[src/rtl/adder_share_arbiter.sv]
// Round-robin front end that time-shares one external WIDTH-bit adder; results return tagged with the requester id.
// Two clock edges from accept to rsp_valid; one add per 2 cycles at best. A stalled response blocks all new grants.
module adder_share_arbiter #(
    parameter  int NUM_REQ = 4,
    parameter  int WIDTH   = 10,
    localparam int ID_W    = $clog2(NUM_REQ)
) (
    input  logic                     clk,
    input  logic                     rst_n,
    input  logic [NUM_REQ-1:0]       req_valid,
    output logic [NUM_REQ-1:0]       req_ready,
    input  logic [NUM_REQ*WIDTH-1:0] req_a,
    input  logic [NUM_REQ*WIDTH-1:0] req_b,
    input  logic [NUM_REQ-1:0]       req_cin,
    output logic [WIDTH-1:0]         add_a,
    output logic [WIDTH-1:0]         add_b,
    output logic                     add_cin,
    input  logic [WIDTH-1:0]         add_sum,
    input  logic                     add_cout,
    output logic                     rsp_valid,
    input  logic                     rsp_ready,
    output logic [ID_W-1:0]          rsp_id,
    output logic [WIDTH-1:0]         rsp_sum,
    output logic                     rsp_cout,
    output logic                     busy
);

    typedef enum logic [1:0] {IDLE, ADD, RESP} state_t;

    state_t            state_q, state_d;
    logic [ID_W-1:0]   ptr_q, ptr_d;
    logic [WIDTH-1:0]  op_a_q, op_a_d;
    logic [WIDTH-1:0]  op_b_q, op_b_d;
    logic              op_cin_q, op_cin_d;
    logic [ID_W-1:0]   op_id_q, op_id_d;
    logic              rsp_valid_q, rsp_valid_d;
    logic [ID_W-1:0]   rsp_id_q, rsp_id_d;
    logic [WIDTH-1:0]  rsp_sum_q, rsp_sum_d;
    logic              rsp_cout_q, rsp_cout_d;

    logic              arb_en;
    logic              any_vld;
    logic              accept;
    logic [ID_W-1:0]   g;
    logic [ID_W-1:0]   cand;
    int                k;

    // Rotating priority search starting at ptr_q; depends only on valids.
    always_comb begin
        any_vld = 1'b0;
        g       = '0;
        cand    = '0;
        k       = 0;
        for (int i = 0; i < NUM_REQ; i++) begin
            k = int'(ptr_q) + i;
            if (k >= NUM_REQ) k = k - NUM_REQ;
            cand = ID_W'(k);
            if (!any_vld && req_valid[cand]) begin
                any_vld = 1'b1;
                g       = cand;
            end
        end
    end

    assign arb_en = (state_q == IDLE) || ((state_q == RESP) && rsp_ready);
    // rst_n gate keeps grants off while reset is held, even though state already reads IDLE.
    assign accept = arb_en && any_vld && rst_n;

    always_comb begin
        req_ready = '0;
        if (accept) req_ready[g] = 1'b1;
    end

    always_comb begin
        state_d     = state_q;
        ptr_d       = ptr_q;
        op_a_d      = op_a_q;
        op_b_d      = op_b_q;
        op_cin_d    = op_cin_q;
        op_id_d     = op_id_q;
        rsp_valid_d = rsp_valid_q;
        rsp_id_d    = rsp_id_q;
        rsp_sum_d   = rsp_sum_q;
        rsp_cout_d  = rsp_cout_q;

        if (accept) begin
            op_a_d   = req_a[g*WIDTH +: WIDTH];
            op_b_d   = req_b[g*WIDTH +: WIDTH];
            op_cin_d = req_cin[g];
            op_id_d  = g;
            ptr_d    = (g == ID_W'(NUM_REQ - 1)) ? '0 : g + 1'b1;
        end

        case (state_q)
            IDLE: begin
                if (accept) state_d = ADD;
            end
            ADD: begin
                rsp_sum_d   = add_sum;
                rsp_cout_d  = add_cout;
                rsp_id_d    = op_id_q;
                rsp_valid_d = 1'b1;
                state_d     = RESP;
            end
            RESP: begin
                if (rsp_ready) begin
                    rsp_valid_d = 1'b0;
                    state_d     = accept ? ADD : IDLE;
                end
            end
            default: state_d = IDLE;
        endcase
    end

    always_ff @(posedge clk or negedge rst_n) begin
        if (!rst_n) begin
            state_q     <= IDLE;
            ptr_q       <= '0;
            op_a_q      <= '0;
            op_b_q      <= '0;
            op_cin_q    <= 1'b0;
            op_id_q     <= '0;
            rsp_valid_q <= 1'b0;
            rsp_id_q    <= '0;
            rsp_sum_q   <= '0;
            rsp_cout_q  <= 1'b0;
        end else begin
            state_q     <= state_d;
            ptr_q       <= ptr_d;
            op_a_q      <= op_a_d;
            op_b_q      <= op_b_d;
            op_cin_q    <= op_cin_d;
            op_id_q     <= op_id_d;
            rsp_valid_q <= rsp_valid_d;
            rsp_id_q    <= rsp_id_d;
            rsp_sum_q   <= rsp_sum_d;
            rsp_cout_q  <= rsp_cout_d;
        end
    end

    assign add_a     = op_a_q;
    assign add_b     = op_b_q;
    assign add_cin   = op_cin_q;
    assign rsp_valid = rsp_valid_q;
    assign rsp_id    = rsp_id_q;
    assign rsp_sum   = rsp_sum_q;
    assign rsp_cout  = rsp_cout_q;
    assign busy      = (state_q != IDLE);

endmodule

[config.mk]
export PLATFORM = sky130hd
export DESIGN_NAME = adder_share_arbiter
export DESIGN_NICKNAME = d
export VERILOG_FILES = /design/src/rtl/adder_share_arbiter.sv
export SDC_FILE = /design/constraint.sdc
export NUM_CORES = 1
export LEC_CHECK = 0
export BUFFER_PORTS_ARGS = -buffer_cell sky130_fd_sc_hd__clkbuf_2
export CORE_MARGIN = 4
export CORE_UTILIZATION = 43
export CTS_CLUSTER_SIZE = 28
export DETAILED_ROUTE_END_ITERATION = 12
export GPL_TIMING_DRIVEN = 0
export HOLD_SLACK_MARGIN = 0.03
export PLACE_DENSITY = 0.86
export SETUP_SLACK_MARGIN = 0.5
export SYNTH_ARGS = -nofsm -noshare
export SYNTH_HDL_FRONTEND = slang
export SYNTH_SLANG_ARGS = --single-unit
[constraint.sdc]
create_clock -name clk -period 1.83 [get_ports clk]
set_input_delay 0.0915 -clock clk [delete_from_list [all_inputs] [get_ports clk]]
set_output_delay 0.0915 -clock clk [all_outputs]
set_load 0.05 [all_outputs]
==> metrics.txt <==
fraction of registers with async set/reset 100%; pin count of the biggest net entering global routing 43; Worst VDD drop 1.10 mV; Crit. End Element output port; power density cells 1670 nW/um^2; Antenna Cells 0; Hold WS -0.180 ns; Mapped Cells 197; ANT nets after route 0; DRC 0; Initial Utilization 44.4%; Yosys top cell area share 44.9%; Final Hold Fails 41; min Tclk post-route 1.99 ns; largest cells by area after synthesis dfrtp_1, mux2i_1, o221ai_1, mux2_2, nand2_1; Power, Total 6.97 mW; Worst-Skew Late Latency 0.30 ns; Mapped Avg Cell Area 11.6 sq um; Total Routed Length 8350 um; Std-Cell Rows 26; crit start category register; Die X 80.9 um; IO buf count 141; starting DRC count in detailed routing 71; setup_tns -2.74 ns; Post-Syn Area 2280 sq um; Clock Pin Slew Worst Setup and Hold Paths 0.09 ns; status complete, but fails checks; Slew HR 60.3%; vias in the first global route 2393; Netlist cell types 30; leakage 2.10 nW; Hold Crit Class in2async; Yosys warnings 0; CP max FO 5; final slew viol count 0; utilization after layout 81.1%; CTS sink count 41; layout cells sized above 1 66.5%; register area share after synthesis 44.9%; Crit path required time 1.74 ns; htree depth 2; worst setup margin -0.159 ns; total gr overflow 0; post-DR wirelength/cell 18.2 um; antenna violations before repair 0; global-route wire length before repair 11700 um; Crit. Startpoint ptr_q[0]; Synth Register Bits 41; CTS buffer count 5; final worst-path cycle share 109%; Mapped Nets 303; post-synth top area cell dfrtp_1; Max Buffers Root-to-Sink 2; failing checks negative hold slack, negative setup slack; Critical R2R Launch ptr_q[0]; number of flops mapped to enable cells by yosys 0; hold buffer count at CTS 11; fin nets 493; All-Layer GR Usage 23.4%; Layout area overhead 82.6%; CP arrival 1.90 ns; drt via density 5.23; highest clock rate 503 MHz; Vias 2396; root buffer cell clkbuf_8; core box area 5140 sq um; Least-Margin Pin Slew 0.596 ns; CTS tree built; Ports 142; DP Wirelength 4870 um; Final GP Congestion 0.776; # Max-Cap Violations 0; clock skew 0.0111 ns; RSZ-0062 raised after global routing true; crit path kind reg2out; die height 80.9 um; Post-synth top flop dfrtp_1; placement-stage worst setup slack -0.415 ns; drt pass-1 iters 4; DIE AREA 6540 sq um; layout filler cell count 286; final setup fails 25
## critical path, cell delays in order, from the launching register on
cell	delay (ns)
dfrtp_1	0.42
nor2b_2	0.14
nor2_1	0.06
o22a_1	0.23
buf_6	0.13
buf_12	0.13
inv_8	0.06
ha_4	0.12
and2_4	0.15
clkbuf_16	0.16
## where the power goes
part           switching (mW)  internal (mW)
sequential              0.279           1.33
clock                   0.334          0.444
combinational            2.70           1.89
## logic make-up (layout without fill, tap and decap cells)
logic type               Yosys count  count (layout)  share of synthesized area [%]
AO/OA/AOI/OAI                     30              30                           10.8
adder cells (fa/ha/maj)            4               4                           2.19
buffers and inverters             19             210                           6.58
flip-flops                        41              41                           44.9
multiplexers                      55              55                           24.8
AND/OR/NAND/NOR                   48              48                           10.6
## layout by cell type, fill, tap and decap left out, types with 2 or more instances in the layout
cell type,n
a21oi_1,2
and2_4,4
buf_12,5
buf_16,2
buf_4,18
buf_6,11
buf_8,2
clkbuf_16,9
clkbuf_2,135
clkbuf_8,6
dfrtp_1,41
dlygate4sd3_1,11
ha_2,2
ha_4,2
inv_1,3
inv_2,2
mux2_4,13
mux2i_1,25
mux2i_2,12
mux2i_4,5
nand2_1,31
nor2_1,2
nor2_4,2
o221ai_1,7
o221ai_2,14
## cell type report
type / instances / area (sq um) / area share (%)
inverters: 6 / 30.0 / 0.720
repair buffers: 183 / 1300 / 31.1
plain buffers: 13 / 175 / 4.20
clock inverters: 2 / 37.5 / 0.900
flip-flops and latches: 41 / 1030 / 24.6
multi-input cells: 137 / 1440 / 34.4
well taps: 70 / 87.6 / 2.10
clock buffers: 6 / 82.6 / 1.98
## cell usage after synthesis (2+ instances only)
master,instances
inv_1,4
mux2_2,13
and2_1,4
clkbuf_1,2
o21ai_0,2
nor2_1,3
buf_12,4
mux2i_1,42
dfrtp_1,41
o221ai_1,21
nor2b_1,3
buf_2,5
ha_1,4
inv_2,2
nand2_1,31
a21oi_1,2
## repair_timing
action | in CTS | in global routing
gates cloned | 3 | 4
endpoints found under the hold margin | 52 | 41
gates resized for setup | 57 | 44
setup buffers | 18 | 6
pin swaps | 4 | 12
setup endpoints to repair | 40 | 43
## final timing paths
check | endpoint | slack, ns | cells past startpoint
max in group asynchronous | add_a[2] | 1.61 | 1
worst max-delay path | req_ready[0] | -0.16 | 9
min in group clk | add_b[2] | 0.09 | 3
worst max register to register | add_b[8] | -0.14 | 10
worst min-delay path | rsp_cout | -0.18 | 1
worst min register to register | add_b[3] | 0.50 | 2
## per-stage QoR
step                      std cells  cell area (sq um)
after floorplan                 197               2340
after global placement          408               3130
after detailed placement        408               3130
after CTS                       448               3810
after global routing            458               4170
final                           458               4170
## layer usage
layer  vias to the layer above  GRT usage (%)  share of wire, %
met5                         -              0                 0
met2                        83           43.9                56
met4                         0           7.43               2.3
met3                        18           3.55               4.6
li1                       1105              -                 -
met1                      1190           27.2                37
## flip-flops by register name, indices dropped and copies added, names as in the netlist
| name | count |
|---|---|
| add_a | 10 |
| add_b | 10 |
| rsp_sum | 10 |
| op_id_q | 2 |
| ptr_q | 2 |
| rsp_id | 2 |
| state_q | 2 |
| add_cin | 1 |
| rsp_cout | 1 |
| rsp_valid | 1 |
Note: power is estimated with default switching activity, not from simulation.
